**config.mk**
```make
export PLATFORM = sky130hd
export DESIGN_NAME = seq_gen_fsm
export DESIGN_NICKNAME = d
export VERILOG_FILES = /design/src/rtl/seq_gen_fsm.sv
export SDC_FILE = /design/constraint.sdc
export NUM_CORES = 1
export LEC_CHECK = 0
export CELL_PAD_IN_SITES_DETAIL_PLACEMENT = 0
export CELL_PAD_IN_SITES_GLOBAL_PLACEMENT = 1
export CORE_MARGIN = 4
export CORE_UTILIZATION = 41
export CTS_CLUSTER_SIZE = 16
export DETAILED_ROUTE_END_ITERATION = 10
export PLACE_DENSITY = 0.83
export REMOVE_ABC_BUFFERS = 1
export SLEW_MARGIN = 10
export SYNTH_ARGS = -nofsm -noshare
export SYNTH_HDL_FRONTEND = slang
export SYNTH_SLANG_ARGS = --single-unit
```
**constraint.sdc**
```tcl
create_clock -name Clk -period 2.5 [get_ports Clk]
set_clock_uncertainty 0.05 [all_clocks]
set_input_delay 0.375 -clock Clk [delete_from_list [all_inputs] [get_ports Clk]]
set_output_delay 0.375 -clock Clk [all_outputs]
set_load 0.005 [all_outputs]
```
**src/rtl/seq_gen_fsm.sv**
```systemverilog
// Serial pattern transmitter: shifts a latched pattern out MSB-first, repeated with optional
// idle gaps between repetitions, and pulses done after the final bit.
module seq_gen_fsm #(
    parameter int unsigned PAT_W = 5,
    parameter int unsigned REP_W = 4,
    parameter int unsigned GAP_W = 4
) (
    input  logic             Clk,
    input  logic             rst_n,
    input  logic             start,
    input  logic             abort,
    input  logic [PAT_W-1:0] pat_i,
    input  logic [REP_W-1:0] rep_i,
    input  logic [GAP_W-1:0] gap_i,
    output logic             x,
    output logic             x_valid,
    output logic             last_bit,
    output logic             busy,
    output logic             done
);

    localparam int unsigned IdxW = (PAT_W > 1) ? $clog2(PAT_W) : 1;
    localparam logic [IdxW-1:0] IdxMsb = IdxW'(PAT_W - 1);

    typedef enum logic [1:0] {StIdle, StSend, StGap, StFin} state_e;

    state_e             state_q, state_d;
    logic [PAT_W-1:0]   pat_q, pat_d;
    logic [REP_W-1:0]   rep_q, rep_d;
    logic [GAP_W-1:0]   gap_q, gap_d;
    logic [GAP_W-1:0]   gap_cnt_q, gap_cnt_d;
    logic [IdxW-1:0]    idx_q, idx_d;
    logic               x_d, x_valid_d, last_bit_d, busy_d, done_d;

    always_ff @(posedge Clk or negedge rst_n) begin
        if (!rst_n) begin
            state_q   <= StIdle;
            pat_q     <= '0;
            rep_q     <= '0;
            gap_q     <= '0;
            gap_cnt_q <= '0;
            idx_q     <= '0;
            x         <= 1'b0;
            x_valid   <= 1'b0;
            last_bit  <= 1'b0;
            busy      <= 1'b0;
            done      <= 1'b0;
        end else begin
            state_q   <= state_d;
            pat_q     <= pat_d;
            rep_q     <= rep_d;
            gap_q     <= gap_d;
            gap_cnt_q <= gap_cnt_d;
            idx_q     <= idx_d;
            x         <= x_d;
            x_valid   <= x_valid_d;
            last_bit  <= last_bit_d;
            busy      <= busy_d;
            done      <= done_d;
        end
    end

    always_comb begin
        state_d   = state_q;
        pat_d     = pat_q;
        rep_d     = rep_q;
        gap_d     = gap_q;
        gap_cnt_d = gap_cnt_q;
        idx_d     = idx_q;
        unique case (state_q)
            StIdle, StFin: begin
                state_d = StIdle;
                if (start) begin
                    pat_d   = pat_i;
                    rep_d   = (rep_i == '0) ? REP_W'(1) : rep_i;
                    gap_d   = gap_i;
                    idx_d   = IdxMsb;
                    state_d = StSend;
                end
            end
            StSend: begin
                if (abort) begin
                    state_d = StIdle;
                end else if (idx_q == '0) begin
                    // rep_q counts repetitions still to send, including the current one
                    if (rep_q != '0) rep_d = rep_q - REP_W'(1);
                    if (rep_q > REP_W'(1)) begin
                        idx_d = IdxMsb;
                        if (gap_q != '0) begin
                            gap_cnt_d = gap_q;
                            state_d   = StGap;
                        end
                    end else begin
                        state_d = StFin;
                    end
                end else begin
                    idx_d = idx_q - IdxW'(1);
                end
            end
            StGap: begin
                if (abort) begin
                    state_d = StIdle;
                end else if (gap_cnt_q <= GAP_W'(1)) begin
                    gap_cnt_d = '0;
                    idx_d     = IdxMsb;
                    state_d   = StSend;
                end else begin
                    gap_cnt_d = gap_cnt_q - GAP_W'(1);
                end
            end
            default: state_d = StIdle;
        endcase
    end

    // Outputs are decoded from next-state values so the flops carry them in the same cycle
    always_comb begin
        x_valid_d  = (state_d == StSend);
        x_d        = x_valid_d ? pat_d[idx_d] : 1'b0;
        last_bit_d = x_valid_d && (idx_d == '0);
        busy_d     = (state_d == StSend) || (state_d == StGap);
        done_d     = (state_d == StFin);
    end

endmodule
```
==> results_dict.tcl, run 1 <==
set metrics [dict create \
    count_of_distinct_cell_types_in_the_synthesized_netlist 43 \
    vias_per_cell 5.42 \
    slew-limit-headroom_pct 64.6 \
    status "finished clean" \
    synthesis.yosys.warnings 0 \
    grt_first_pass_wirelength_microns 6120 \
    most_utilized_layer_in_the_global_route_result "met2" \
    grt_use_met3_pct 3.55 \
    antennaDiodeCount 0 \
    cts_num_sinks 27 \
    finalHoldViolations 0 \
    ys_dominant_reg_cell "sky130_fd_sc_hd__dfrtp_1" \
    tightestPinTransition_ns 0.527 \
    detailroute.via_count 1323 \
    gr-usage-met2_pct 25.1 \
    finalSetupTns_ns 0 \
    yosysTopAreaCellShare_pct 42.0 \
    worst_ir_drop_vdd_uv 521 \
    synth_area_per_cell_sq_um 9.46 \
    root_buffer "sky130_fd_sc_hd__clkbuf_8" \
    postRouteAntennaNets 0 \
    power_uw 1870 \
    placeableCoreArea_sq_mm 0.00372 \
    post_drt_wl_per_cell_microns 14.0 \
    die_h_microns 70.6 \
    critical_path.endpoint_type "flip-flop" \
    fin_crit_ns 2.35 \
    drcViolationCount 0 \
    drt-total-wl_microns 3420 \
    timing_max_transition_violations_final 0 \
    drt_pre_antenna_iters 4 \
    clock_network_latency_to_the_later_pin_of_the_worst_skew_pair_ns 0.27 \
    detailed_place_hpwl_microns 2670 \
    post-synth-top-count-cell "sky130_fd_sc_hd__dfrtp_1" \
    grt_overflow 0 \
    synthTopCellsByArea "sky130_fd_sc_hd__dfrtp_1 42%, sky130_fd_sc_hd__ha_1 7.8%, sky130_fd_sc_hd__mux2_2 4.2%, sky130_fd_sc_hd__inv_1 3.7%, sky130_fd_sc_hd__nor2_1 3.7%" \
    fp.dieW_microns 70.6 \
    critPathLaunchType "flip-flop" \
    max-cap-violations 0 \
    layout.nets 224 \
    layout.core_utilization_pct 53.0 \
    initial_core_util_pct 43.3 \
    clk_pin_slew_ns 0.10 \
    io-pin-count 22 \
    netlist_instances 170 \
    initialDrtViolationCount 35 \
    arrival_time_of_data_at_the_critical_path_endpoint_ns 2.47 \
    tritoncts.num_buffers 3 \
    via_count_of_the_first_global_routing_pass 1361 \
    timing.setup.critical_path_class "flip-flop to flip-flop" \
    cts.htree.levels 1 \
    globalRouteTotalUtil_pct 14.8 \
    crit_required_ns 2.63 \
    grt_antenna_before_repair 0 \
    synth.ff_latch_count 27 \
    grt_setup_unrepaired "no" \
    finalWeightedCongestion 0.811 \
    p_leak_uw 0.000892 \
    layout_worst_path_cycle_share_pct 93.9 \
    largest_net_degree_at_the_start_of_global_routing 28 \
    crit_fanout 4 \
    min-delay-path-class "primary input to async pin" \
    drive_above_1_share_pct 15.3 \
    met1_usage_pct 19.1 \
    synthToLayoutAreaGrowth_pct 22.5 \
    netlist_top_cells_count "27 x sky130_fd_sc_hd__dfrtp_1, 16 x sky130_fd_sc_hd__inv_1, 16 x sky130_fd_sc_hd__nor2_1, 13 x sky130_fd_sc_hd__nand2_1" \
    finalHoldWorstSlack_ns 0.408 \
    die-area_sq_mm 0.00499 \
    port-buffer-count 21 \
    post-route-cell-area_sq_mm 0.00197 \
    cts_tree "done" \
    synth_enable_flop_cells 0 \
    longest_clk_path_bufs 2 \
    power.density_cell_area_mw_per_mm2 948 \
    placement_rows 22 \
    synth_seq_area_share_pct 42.0 \
    mapped_area_sq_mm 0.00161 \
    post_dp_cell_area_sq_mm 0.00191 \
    yosysTopAreaCell "sky130_fd_sc_hd__dfrtp_1" \
    finalSetupViolCount 0 \
    postSynth.asyncResetShare_pct 100 \
    max_freq_mhz 426 \
]
[routing by layer]
layer,vias to the layer above,share of wire [%],wire length [microns]
li1,659,-,-
met2,18,49,1690
met3,4,3.1,106
met1,642,47,1590
met4,0,0.85,29
met5,-,0,0
[through the flow]
| stage | setup WS (ns) | std cells |
|---|---|---|
| after floorplan | 0.190 | 163 |
| after global placement | 0.192 | 240 |
| after detailed placement | 0.0900 | 240 |
| after CTS | 0.0736 | 244 |
| after global routing | 0.0342 | 244 |
| final | 0.152 | 244 |
[critical path, stage by stage, from the launching register on]
cell and delay, ns:
sky130_fd_sc_hd__dfrtp_1 0.41, sky130_fd_sc_hd__inv_1 0.07, sky130_fd_sc_hd__ha_1 0.24, sky130_fd_sc_hd__or2_4 0.27
sky130_fd_sc_hd__a32o_2 0.31, sky130_fd_sc_hd__a221oi_4 0.34, sky130_fd_sc_hd__mux2i_1 0.26, sky130_fd_sc_hd__o22ai_1 0.10
sky130_fd_sc_hd__o211a_1 0.20
[kinds of logic (layout without fill, tap and decap cells)]
family / count (synthesis) / count (layout) / share of synthesized area [%]
fa+ha+maj: 10 / 10 / 7.78
flops: 27 / 27 / 42.0
compound gates: 39 / 39 / 17.7
xor+xnor: 1 / 1 / 0.545
buf+inv: 24 / 50 / 5.91
mux: 11 / 11 / 7.63
simple gates: 58 / 58 / 18.4
[state kept, by name, summed over array words and instances (netlist names)]
register	cells
busy	1
state_q	2
last_bit	1
gap_cnt_q	4
x_valid	1
rep_q	4
pat_q	5
done	1
idx_q	3
x	1
gap_q	4
[where the power goes]
part,internal (uW),switching (uW),total (uW)
Combinational,421,460,881
Clock,117,146,263
Sequential,591,133,724
Total,1130,739,1870
[layout by cell type, fill, tap and decap left out, types with 6 or more instances in the layout]
cell / netlist / final
sky130_fd_sc_hd__dfrtp_1: 27 / 27
sky130_fd_sc_hd__mux2_2: 6 / 6
sky130_fd_sc_hd__nor2_1: 16 / 15
sky130_fd_sc_hd__inv_1: 16 / 16
sky130_fd_sc_hd__buf_4: 0 / 8
sky130_fd_sc_hd__nand2_1: 13 / 13
sky130_fd_sc_hd__a21oi_1: 8 / 8
sky130_fd_sc_hd__nor3_1: 9 / 9
sky130_fd_sc_hd__ha_1: 10 / 9
sky130_fd_sc_hd__o21ai_0: 10 / 10
sky130_fd_sc_hd__clkdlybuf4s50_1: 0 / 21
[timing repair]
item	in CTS	in global routing
hold buffers	0	0
endpoints found under the setup margin	0	2
buffers inserted	0	0
resized for setup	0	5
[final timing paths]
kind,startpoint,endpoint,slack (ns),cells after the start
setup / recovery,rep_q[0],x,0.15,8
hold / removal,rst_n,rep_q[2],0.41,2
setup reg to reg,rep_q[0],x,0.15,8
hold reg to reg,pat_q[2],pat_q[2],0.46,1
max in group asynchronous,rst_n,done,1.73,2
min in group Clk,pat_q[2],pat_q[2],0.46,1
[final cells by class]
class	instances	area, sq um
fillers	356	1750
multi-input cells	119	850
flip-flops and latches	27	676
repair buffers	29	270
inverters	17	63.8
well taps	48	60.1
clock buffers	3	41.3
clock inverters	1	8.76
(Power assumes the default switching activity.)
==> inputs of run 2 (changes only) <==
CTS_CLUSTER_DIAMETER = 60   (was default)
==> results of run 2 <==
No change in the layout: final DEF, timing and power equal those of run 1.
